[src/rtl/fetch_queue.sv]
// fetch_queue: in-order buffer of {pc, instr} pairs from fetch to decode.
// It uses a circular buffer with valid/ready handshakes on both sides.
// A flush (redirect) discards everything. There is no enq->deq bypass.
module fetch_queue #(
  parameter int              DEPTH     = 4,
  parameter int              XLEN      = 32,
  parameter logic [XLEN-1:0] NOP_INSTR = 32'h0000_0013
) (
  input  logic                       clk,
  input  logic                       n_rst,      // active-high despite the name
  input  logic                       flush,
  input  logic                       enq_valid,
  output logic                       enq_ready,
  input  logic [XLEN-1:0]            enq_pc,
  input  logic [XLEN-1:0]            enq_instr,
  output logic                       deq_valid,
  input  logic                       deq_ready,
  output logic [XLEN-1:0]            deq_pc,
  output logic [XLEN-1:0]            deq_instr,
  output logic [$clog2(DEPTH+1)-1:0] count
);

  localparam int PW = $clog2(DEPTH);
  localparam int CW = $clog2(DEPTH+1);

  logic [PW-1:0]   wr_ptr;
  logic [PW-1:0]   rd_ptr;
  logic [XLEN-1:0] pc_mem    [DEPTH];
  logic [XLEN-1:0] instr_mem [DEPTH];
  logic            enq_fire;
  logic            deq_fire;

  // Handshake qualifiers depend only on registered count, flush and reset.
  // This keeps deq_ready from reaching enq_ready combinationally.
  always_comb begin
    enq_ready = !n_rst && !flush && (count != CW'(DEPTH));
    deq_valid = !n_rst && !flush && (count != '0);
    enq_fire  = enq_valid && enq_ready;
    deq_fire  = deq_valid && deq_ready;
  end

  // Head presentation: show the stored entry when occupied, else pc=0 and a NOP.
  // NOTE: every output of a combinational block gets a default first, so that no path leaves it unassigned and infers a latch.
  always_comb begin
    deq_pc    = '0;
    deq_instr = NOP_INSTR;
    if (count != '0) begin
      deq_pc    = pc_mem[rd_ptr];
      deq_instr = instr_mem[rd_ptr];
    end
  end

  // Pointer and occupancy state. Flush wins over both handshakes.
  // NOTE: sequential state uses non-blocking assignments so every register samples pre-edge values regardless of statement order.
  always_ff @(posedge clk or posedge n_rst) begin
    if (n_rst) begin
      wr_ptr <= '0;
      rd_ptr <= '0;
      count  <= '0;
    end else if (flush) begin
      wr_ptr <= '0;
      rd_ptr <= '0;
      count  <= '0;
    end else begin
      if (enq_fire) wr_ptr <= wr_ptr + PW'(1);
      if (deq_fire) rd_ptr <= rd_ptr + PW'(1);
      case ({enq_fire, deq_fire})
        2'b10:   count <= count + CW'(1);
        2'b01:   count <= count - CW'(1);
        default: count <= count;
      endcase
    end
  end

  // Entry storage. It is written on an accepted enqueue only.
  // NOTE: the storage array has no reset; count gates visibility, so stale contents are never observed and the array can map to plain RAM/flops without reset.
  always_ff @(posedge clk) begin
    if (enq_fire) begin
      pc_mem[wr_ptr]    <= enq_pc;
      instr_mem[wr_ptr] <= enq_instr;
    end
  end

endmodule

[config.mk]
export PLATFORM = sky130hd
export DESIGN_NAME = fetch_queue
export DESIGN_NICKNAME = d
export VERILOG_FILES = /design/src/rtl/fetch_queue.sv
export SDC_FILE = /design/constraint.sdc
export NUM_CORES = 1
export LEC_CHECK = 0
export ABC_AREA = 1
export CAP_MARGIN = 20
export CORE_ASPECT_RATIO = 0.9
export CORE_MARGIN = 3
export CORE_UTILIZATION = 45
export CTS_BUF_LIST = sky130_fd_sc_hd__clkbuf_8
export CTS_CLUSTER_SIZE = 30
export DETAILED_ROUTE_END_ITERATION = 8
export PLACE_DENSITY = 0.7
export SLEW_MARGIN = 5
export SYNTH_ARGS = -nofsm -noshare
export SYNTH_HDL_FRONTEND = slang
export SYNTH_SLANG_ARGS = --single-unit
export TNS_END_PERCENT = 20
[constraint.sdc]
create_clock -name clk -period 4 [get_ports clk]
set_clock_uncertainty 0.05 [all_clocks]
set_input_delay 1.2 -clock clk [delete_from_list [all_inputs] [get_ports clk]]
set_output_delay 1.2 -clock clk [all_outputs]
set_load 0.01 [all_outputs]
==> summary.md, run 1 <==
| Metric | Value |
|---|---|
| RSZ-0062 raised after global routing | `no` |
| Final Max Tran Viols | `0` |
| Core ar. | `22600 um2` |
| Clk root buf | `clkbuf_8` |
| Final HPWL DP | `12600 um` |
| CTS tree | `yes` |
| Measured slew at the worst slew-check pin | `491 ps` |
| Clock buffer depth | `3` |
| Seq/Total Area, Yosys | `0.753` |
| Non-filler cells, final | `1303` |
| Final WS setup | `151 ps` |
| P&R area growth vs syn | `24.6%` |
| Routed vias | `6689` |
| Final Cycle Share | `0.962` |
| Synth Area in Compound Gates | `0.0936` |
| Post-Syn Instances | `821` |
| Clock slew at reported path FFs | `60 ps` |
| Number of global-route vias before repair | `6557` |
| First-pass GRT wire length | `34700 um` |
| Total CTS buffers | `43` |
| Peak supply drop | `0.260 mV` |
| Post-Syn Area | `10400 um2` |
| Hold_ws | `569 ps` |
| Post-Synth XOR/XNOR Area | `0.000839` |
| Post-route DRC | `0` |
| # clock sinks | `263` |
| Final antenna-violating net count | `0` |
| Height of the die | `150 um` |
| Synth Area in Adders | `0.00671` |
| Port bufs | `137` |
| Post-Synth Simple-Gate Area | `0.109` |
| Leakage power | `4.51 nW` |
| IO Pins | `138` |
| Die ar. | `25100 um2` |
| Critical Path AT | `2600 ps` |
| Worst path required time | `2750 ps` |
| Final number of hold-violating endpoints | `0` |
| DP Cell Count | `1226` |
| Post-Place Cell Area | `12200 um2` |
| Worst-path maximum fanout | `42` |
| Initial core utilization | `0.461` |
| CTS Hold Buffers Added | `0` |
| Post-route cell area | `13000 um2` |
| Yosys warning total | `0` |
| Critical setup path kind | `reg -> out` |
| Synthesized area per cell | `12.7 um2` |
| Maximum clock frequency | `0.260 GHz` |
| Average wire per standard cell | `17.3 um` |
| Overall Power | `5.79 mW` |
| Max Cap Violations | `0` |
| Most frequent cells in the layout | `nor2_1 (256), edfxtp_1 (256), clkdlybuf4s50_1 (137)` |
| Std-Cell Rows | `52` |
| Net Count, Synth | `895` |
| Ratio of cells with drive above 1 in the final layout | `0.0924` |
| Detailed Route WL | `22600 um` |
| Status | `complete, no violations` |
| Crit. End Element | `primary output` |
| Drt first pass iters | `4` |
| Largest family of logic cells by synthesized area | `simple AND/OR/NAND/NOR gates` |
| Unique masters post-synth | `25` |
| Total global routing track utilization | `0.175` |
| Layout Nets | `1049` |
| Slowest cell on the critical path | `dfrtp_4` |
| Pre-CTS setup slack | `224 ps` |
| GP Congestion | `0.741` |
| Crit start category | `flip-flop` |
| Tmin final | `3850 ps` |
| Pwr per Cell Area | `446 nW/um2` |
| Multiplexer share of the synthesized area | `0` |
| GR Overflow Total | `0` |
| Die width | `167 um` |
| Final setup fails | `0` |
| Drt via density | `5.13` |
| N_diodes | `0` |
| Hold WC Path Type | `reg -> reg` |
| Starting DRT DRC Count | `439` |
| CP Cell Sequence | `inv_8 -> buf_12 -> nor2_1 -> o311ai_1 -> clkdlybuf4s50_1` |
| Worst-Skew Late Latency | `530 ps` |
| Worst relative slew slack | `0.672` |
| FF+latch count, synth | `263` |
| H-tree depth | `2` |
| Initial antenna violation count | `1` |
| CP max stage delay | `610 ps` |
| Pin count of the biggest net entering global routing | `64` |
==> sequential cells by signal, summed over array words and instances (netlist names) <==
signal / flops
instr_mem: 128
wr_ptr: 2
count: 3
pc_mem: 128
rd_ptr: 2
==> cell families after synthesis <==
family | count (synthesis)
AND/OR/NAND/NOR | 291
flip-flops | 263
AO/OA/AOI/OAI | 193
buffers and inverters | 68
adder cells (fa/ha/maj) | 5
XOR/XNOR | 1
==> repair_timing <==
item	in CTS	in global routing
setup buffers	0	1
endpoints found under the setup margin	4	20
resized for setup	3	1
==> worst paths after layout <==
| path | startpoint | to | slack, ps | depth (start not counted) |
|---|---|---|---|---|
| max | rd_ptr[0] | deq_instr[4] | 150 | 5 |
| min | wr_ptr[1] | wr_ptr[1] | 570 | 2 |
| max reg2reg | count[0] | count[2] | 1730 | 12 |
| min reg2reg | wr_ptr[1] | wr_ptr[1] | 570 | 2 |
| max in group asynchronous | n_rst | rd_ptr[0] | 2750 | 2 |
| min in group asynchronous | n_rst | count[0] | 900 | 2 |
==> Yosys cell counts <==
library cell / n / area (um2)
nand2_2: 5 / 31.3
buf_1: 3 / 11.3
fa_1: 1 / 20.0
clkbuf_1: 8 / 30.0
nand3_2: 1 / 10.0
nand3_1: 3 / 15.0
buf_6: 12 / 135
nand2_1: 16 / 60.1
xnor2_1: 1 / 8.76
o21ai_1: 76 / 380
nor2_2: 2 / 12.5
buf_2: 14 / 70.1
inv_1: 14 / 52.6
a21oi_1: 63 / 315
o311ai_1: 3 / 26.3
buf_4: 3 / 22.5
nor2_4: 1 / 11.3
o21ai_0: 51 / 255
clkbuf_2: 9 / 45.0
nor2_1: 260 / 976
nand4_1: 3 / 18.8
ha_1: 4 / 50.1
edfxtp_1: 256 / 7690
dfrtp_1: 7 / 175
inv_2: 5 / 18.8
==> final cells by class <==
type | count | area, um2
multi-input cells | 490 | 2220
inverters | 19 | 81.3
fillers | 1855 | 9640
well taps | 297 | 372
clock buffers | 48 | 661
flip-flops and latches | 263 | 7870
repair buffers | 158 | 1660
clock inverters | 28 | 141
==> where the power goes <==
group          total [mW]  leakage, nW  switching (mW)  internal (mW)
combinational       0.584         1.62           0.307          0.277
clock                2.13        0.481           0.975           1.16
sequential           3.08         2.40          0.0151           3.06
==> critical path, delay by kind of cell (launching register included) <==
kind / cells / cell delay, ps
compound gates: 1 / 350
buf+inv: 3 / 1040
flops: 1 / 610
simple gates: 1 / 60
==> through the flow <==
stage | TNS (ps) | util
final | 0 | 0.574
after global routing | 0 | 0.574
after CTS | 0 | 0.574
after detailed placement | 0 | 0.538
after global placement | 0 | 0.538
after floorplan | -198700 | -
==> metal layers <==
metal	GRT usage	up-vias	wire, um
li1	-	3215	-
met1	0.224	3241	9430
met2	0.306	194	11300
met3	0.0370	37	1420
met4	0.0487	2	414
met5	0	-	13
No activity file was read; power rests on OpenSTA's default activity.
==> run 2: changes to the inputs <==
--- a/config.mk
+++ b/config.mk
@@ -8,11 +8,12 @@
 export ABC_AREA = 1
 export CAP_MARGIN = 20
 export CORE_ASPECT_RATIO = 0.9
-export CORE_MARGIN = 3
+export CORE_MARGIN = 4
 export CORE_UTILIZATION = 45
 export CTS_BUF_LIST = sky130_fd_sc_hd__clkbuf_8
 export CTS_CLUSTER_SIZE = 30
 export DETAILED_ROUTE_END_ITERATION = 8
+export MAX_ROUTING_LAYER = met4
 export PLACE_DENSITY = 0.7
 export SLEW_MARGIN = 5
 export SYNTH_ARGS = -nofsm -noshare
==> summary.md, run 2 (synthesized netlist as in run 1, its figures left out) <==
| Metric | Value |
|---|---|
| Status | `complete, no violations` |
| GRT busiest layer | `met2` |
| Hold WC Path Type | `reg -> reg` |
| Clk root buf | `clkbuf_8` |
| H-tree depth | `2 (unchanged)` |
| Average wire per standard cell | `17.3 um (-0.25%)` |
| Height of the die | `152 um (+1.3%)` |
| Internal | `4.34 mW (-3.5%)` |
| Clock buffer depth | `3 (unchanged)` |
| Most frequent cells in the layout | `nor2_1 (256), edfxtp_1 (256), clkdlybuf4s50_1 (137)` |
| Grt met2 use | `0.283 (-0.0234)` |
| Largest registers | `instr_mem x128, pc_mem x128, count x3` |
| Max Cap Violations | `0 (unchanged)` |
| P&R area growth vs syn | `24.0%` |
| Met1 usage | `0.222 (-0.00217)` |
| Starting DRT DRC Count | `502 (+14%)` |
| Crit. End Element | `primary output` |
| Net Sw Power | `1.30 mW (+0.46%)` |
| Port bufs | `137 (unchanged)` |
| Drt first pass iters | `5 (+1)` |
| Total CTS buffers | `43 (unchanged)` |
| Final Max Tran Viols | `0 (unchanged)` |
| Final WS setup | `210 ps (+58.4 ps)` |
| Final setup fails | `0 (unchanged)` |
| Pre-CTS setup slack | `219 ps (-4.73 ps)` |
| Critical setup path kind | `reg -> out` |
| Std-Cell Rows | `52 (unchanged)` |
| Pin count of the biggest net entering global routing | `131 (+100%)` |
| Drt via density | `5.10 (-0.64%)` |
| Detailed Route WL | `22500 um (-0.41%)` |
| Sw Ratio | `0.231 (+0.00700)` |
| Core ar. | `22600 um2 (unchanged)` |
| Routed vias | `6636 (-0.79%)` |
| RSZ-0062 raised after global routing | `no` |
| Number of global-route vias before repair | `6669 (+1.7%)` |
| Post-route DRC | `0 (unchanged)` |
| Comb power frac | `0.103 (+0.002)` |
| Maximum clock frequency | `0.264 GHz (+1.5%)` |
| CP max stage delay | `590 ps (-20 ps)` |
| Worst-Skew Late Latency | `530 ps (about the same)` |
| Clock Power Share | `0.352 (-0.016)` |
| Critical Path AT | `2540 ps (-60 ps)` |
| CTS Hold Buffers Added | `0 (unchanged)` |
| GR Overflow Total | `0 (unchanged)` |
| # clock sinks | `263 (unchanged)` |
| First-pass GRT wire length | `34500 um (-0.58%)` |
| Final Cycle Share | `0.948 (-0.0146)` |
| Worst-path maximum fanout | `52 (+24%)` |
| Clock slew at reported path FFs | `60 ps (about the same)` |
| Worst path required time | `2750 ps (about the same)` |
| Slowest cell on the critical path | `clkdlybuf4s50_1` |
| Final HPWL DP | `12100 um (-4.4%)` |
| GP Congestion | `0.759 (+2.4%)` |
| Total global routing track utilization | `0.173 (-0.00207)` |
| Met3 usage | `0.0374 (+0.000336)` |
| Worst relative slew slack | `0.712 (+0.0406)` |
| CP Cell Sequence | `inv_4 -> buf_12 -> o21ai_0 -> a21oi_1 -> clkdlybuf4s50_1` |
| Hold_ws | `572 ps (+2.66 ps)` |
| Layout Nets | `1045 (-0.38%)` |
| Final number of hold-violating endpoints | `0 (unchanged)` |
| Crit start category | `flip-flop` |
| Leakage power | `4.43 nW (-1.6%)` |
| Final antenna-violating net count | `0 (unchanged)` |
| Sequential power share | `0.545 (+0.014)` |
| Initial antenna violation count | `1 (unchanged)` |
| Tmin final | `3790 ps (-58.4 ps)` |
| Ratio of cells with drive above 1 in the final layout | `0.0917 (-0.000721)` |
| Peak supply drop | `0.279 mV (+7.2%)` |
| CTS tree | `yes` |
| Measured slew at the worst slew-check pin | `431 ps (-59.7 ps)` |
| IO Pins | `138 (unchanged)` |
| Initial core utilization | `0.461 (unchanged)` |
| Die width | `169 um (+1.2%)` |
| Pwr per Cell Area | `436 nW/um2 (-2.1%)` |
| Die ar. | `25700 um2 (+2.5%)` |
==> run 2: changes by cell type in the layout (fill, tap and decap cells not counted), sizes merged <==
cell,previous run,this run
inv,40,31
diode,0,1
clkinv,5,19
clkinvlp,1,3
buf,21,16
clkbuf,48,44
bufinv,1,0
==> run 2: worst paths after layout <==
check	startpoint	end	slack [ps]	cells past startpoint
worst max-delay path	rd_ptr[0]	deq_instr[2]	210	5
worst min-delay path	count[1]	count[1]	570	2
worst max register to register	count[0]	count[2]	1740	12
worst min register to register	count[1]	count[1]	570	2
max in group asynchronous	n_rst	rd_ptr[0]	2730	2
min in group asynchronous	n_rst	count[0]	920	2
==> run 2: layout make-up <==
class	count	area, um2
sequential	263	7870
antenna	1	2.50
clock buffer	43	592
inverter	19	73.8
tap	297	372
fill	1861	9700
timing repair buffer	154	1670
multi-input combinational	490	2220
clock inverter	34	150
==> run 2: power by group through the flow <==
stage	clock network, mW	logic, mW	registers, mW
6_report	1.99	0.582	3.07
5_1_grt	2.19	0.630	3.07
4_1_cts	2.06	0.585	3.07
3_5_place_dp	0	0.581	3.13
3_3_place_gp	0	0.577	3.13
2_1_floorplan	0	0.237	3.13
==> run 2: worst max-delay path: cells and delay by family (launching register included) <==
family / cells / cell delay (ps)
AOI/OAI and AO/OA: 2 / 380
DFF: 1 / 530
buffers and inverters: 3 / 1100
==> run 2: stage by stage <==
stage	setup TNS, ps	utilization	area (um2)	total power [mW]	std cells
global route	0	0.572	12900	5.90	1301
global placement	0	0.537	12200	3.70	1222
detailed placement	0	0.537	12200	3.71	1222
CTS	0	0.570	12900	5.71	1299
finish	0	0.572	12900	5.64	1301
floorplan	-198700	-	10400	3.37	821
==> run 2: metal layers <==
metal / share of wire / vias up
met2: 0.49 / 174
met3: 0.056 / 31
met1: 0.44 / 3221
met5: 0 / -
li1: - / 3210
met4: 0.015 / 0
==> run 2: timing repair <==
| action | 4_1_cts | 5_1_grt |
|---|---|---|
| setup buffers | 0 | 0 |
| resized for setup | 0 | 2 |
| endpoints found under the setup margin | 0 | 5 |
==> run 3: changes to the inputs <==
--- a/config.mk
+++ b/config.mk
@@ -9,12 +9,12 @@
 export CAP_MARGIN = 20
 export CORE_ASPECT_RATIO = 0.9
 export CORE_MARGIN = 4
-export CORE_UTILIZATION = 45
+export CORE_UTILIZATION = 51
 export CTS_BUF_LIST = sky130_fd_sc_hd__clkbuf_8
 export CTS_CLUSTER_SIZE = 30
 export DETAILED_ROUTE_END_ITERATION = 8
 export MAX_ROUTING_LAYER = met4
-export PLACE_DENSITY = 0.7
+export PLACE_DENSITY = 0.78
 export SLEW_MARGIN = 5
 export SYNTH_ARGS = -nofsm -noshare
 export SYNTH_HDL_FRONTEND = slang
==> summary.md, run 3 (synthesized netlist as in run 1, its figures left out) <==
| Metric | Value |
|---|---|
| Status | `complete, no violations` |
| Clk root buf | `clkbuf_8` |
| RSZ-0062 raised after global routing | `no` |
| Final setup fails | `0 (unchanged)` |
| FF-to-FF path depth | `12 (unchanged)` |
| Initial core utilization | `0.521 (+0.0596)` |
| Utilization after layout | `0.640 (+0.0687)` |
| Final Max Tran Viols | `0 (unchanged)` |
| Peak supply drop | `0.338 mV (+21%)` |
| Worst path required time | `2750 ps (about the same)` |
| Maximum clock frequency | `0.260 GHz (-1.4%)` |
| GR Overflow Total | `0 (unchanged)` |
| Pin count of the biggest net entering global routing | `69 (-47%)` |
| CP Cell Sequence | `inv_6 -> buf_4 -> o21ai_0 -> a21oi_1 -> clkdlybuf4s50_1` |
| Total global routing track utilization | `0.196 (+0.0236)` |
| Routed vias | `6716 (+1.2%)` |
| Final HPWL DP | `12600 um (+4.0%)` |
| Core ar. | `20000 um2 (-11%)` |
| Worst relative slew slack | `0.643 (-0.0698)` |
| Leakage power | `4.43 nW (about the same)` |
| CP max stage delay | `600 ps (about the same)` |
| Std-Cell Rows | `49 (-5.8%)` |
| Hold WC Path Type | `reg -> reg` |
| Die width | `159 um (-5.8%)` |
| Max Cap Violations | `0 (unchanged)` |
| Height of the die | `144 um (-5.7%)` |
| CTS tree | `yes` |
| P&R area growth vs syn | `23.0%` |
| IO Pins | `138 (unchanged)` |
| Pre-CTS setup slack | `217 ps (-2.63 ps)` |
| Critical Path AT | `2590 ps (+50 ps)` |
| Ratio of cells with drive above 1 in the final layout | `0.0852 (-0.00655)` |
| Starting DRT DRC Count | `515 (+2.6%)` |
| Most frequent cells in the layout | `nor2_1 (256), edfxtp_1 (256), clkdlybuf4s50_1 (137)` |
| Overall Power | `5.66 mW (+0.25%)` |
| Drt via density | `5.36 (+5.0%)` |
| Critical setup path kind | `reg -> out` |
| Clock Power Share | `0.355 (+0.003)` |
| CTS Hold Buffers Added | `0 (unchanged)` |
| Measured slew at the worst slew-check pin | `536 ps (+105 ps)` |
| Post-Place Cell Area | `12100 um2 (-0.51%)` |
| Worst-Skew Late Latency | `520 ps (about the same)` |
| Layout Nets | `1045 (unchanged)` |
| Clock buffer depth | `3 (unchanged)` |
| Final WS setup | `157 ps (-53.0 ps)` |
| Final antenna-violating net count | `0 (unchanged)` |
| Crit start category | `flip-flop` |
| Crit. End Element | `primary output` |
| Final Cycle Share | `0.961 (+0.0132)` |
| Detailed Route WL | `22200 um (-1.4%)` |
| Clock slew at reported path FFs | `60 ps (about the same)` |
| Drt first pass iters | `4 (-1)` |
| Largest registers | `instr_mem x128, pc_mem x128, count x3` |
| Number of global-route vias before repair | `6753 (+1.3%)` |
| H-tree depth | `2 (unchanged)` |
| Post-route cell area | `12800 um2 (-0.81%)` |
| Post-route DRC | `0 (unchanged)` |
| Sw Ratio | `0.226 (-0.00495)` |
| Comb power frac | `0.101 (-0.002)` |
| Port bufs | `137 (unchanged)` |
| Net Sw Power | `1.28 mW (-1.9%)` |
| Internal | `4.38 mW (+0.89%)` |
| Tmin final | `3840 ps (+53.0 ps)` |
| Initial antenna violation count | `1 (unchanged)` |
| # clock sinks | `263 (unchanged)` |
| Pwr per Cell Area | `441 nW/um2 (+1.1%)` |
| Hold Path Stages | `2 (unchanged)` |
| Final number of hold-violating endpoints | `0 (unchanged)` |
| GP Congestion | `0.757 (-0.16%)` |
| Worst-path maximum fanout | `27 (-48%)` |
| Die ar. | `22800 um2 (-11%)` |
| Total CTS buffers | `41 (-4.7%)` |
| Average wire per standard cell | `17.7 um (+2.3%)` |
| Sequential power share | `0.543 (-0.002)` |
| First-pass GRT wire length | `34400 um (-0.26%)` |
| Slowest cell on the critical path | `dfrtp_4` |
## run 3: power by group through the flow
stage / Sequential, mW / Combinational [mW] / Clock (mW)
after floorplan: 3.13 / 0.237 / 0
after global placement: 3.13 / 0.564 / 0
after detailed placement: 3.13 / 0.573 / 0
after CTS: 3.08 / 0.578 / 2.05
after global routing: 3.08 / 0.620 / 2.17
final: 3.08 / 0.574 / 2.01
## run 3: cell type report
class                   count  area (um2)
flip-flops and latches    263        7870
repair buffers            156        1630
multi-input cells         490        2220
clock inverters            27         130
diodes                      1        2.50
fillers                  1505        7210
well taps                 255         319
clock buffers              43         592
inverters                  19        76.3
## run 3: layer usage
layer  global-route usage  part of all wire  routed length, um  vias to the layer above
li1                     -                 -                  -                     3206
met1                0.236              0.42               9380                     3262
met2                0.343              0.50              11100                      216
met3               0.0419             0.060               1330                       32
met4               0.0534             0.014                321                        0
met5                    -                 0                  0                        -
## run 3: final timing paths
| check | from | end | slack, ps |
|---|---|---|---|
| setup / recovery | rd_ptr[0] | deq_pc[19] | 160 |
| hold / removal | count[2] | count[2] | 600 |
| setup reg to reg | count[0] | count[2] | 1760 |
| hold reg to reg | count[2] | count[2] | 600 |
| max in group asynchronous | n_rst | rd_ptr[0] | 2730 |
| min in group asynchronous | n_rst | wr_ptr[1] | 910 |
## run 3: what timing repair did
item                       in CTS  in global routing
setup endpoints to repair       2                 21
resized for setup               1                  0
buffers inserted                0                  1
## run 3: worst max-delay path, delay by kind of cell, from the launching register on
kind	cells	cell delay, ps
DFF	1	600
AOI/OAI and AO/OA	2	340
buffers and inverters	3	1120
## run 3: metrics by stage
stage | TNS (ps) | hold WS (ps) | instances
after floorplan | -198700 | 529 | 821
after global placement | 0 | 556 | 1182
after detailed placement | 0 | 594 | 1182
after CTS | 0 | 605 | 1252
after global routing | 0 | 639 | 1254
final | 0 | 604 | 1254
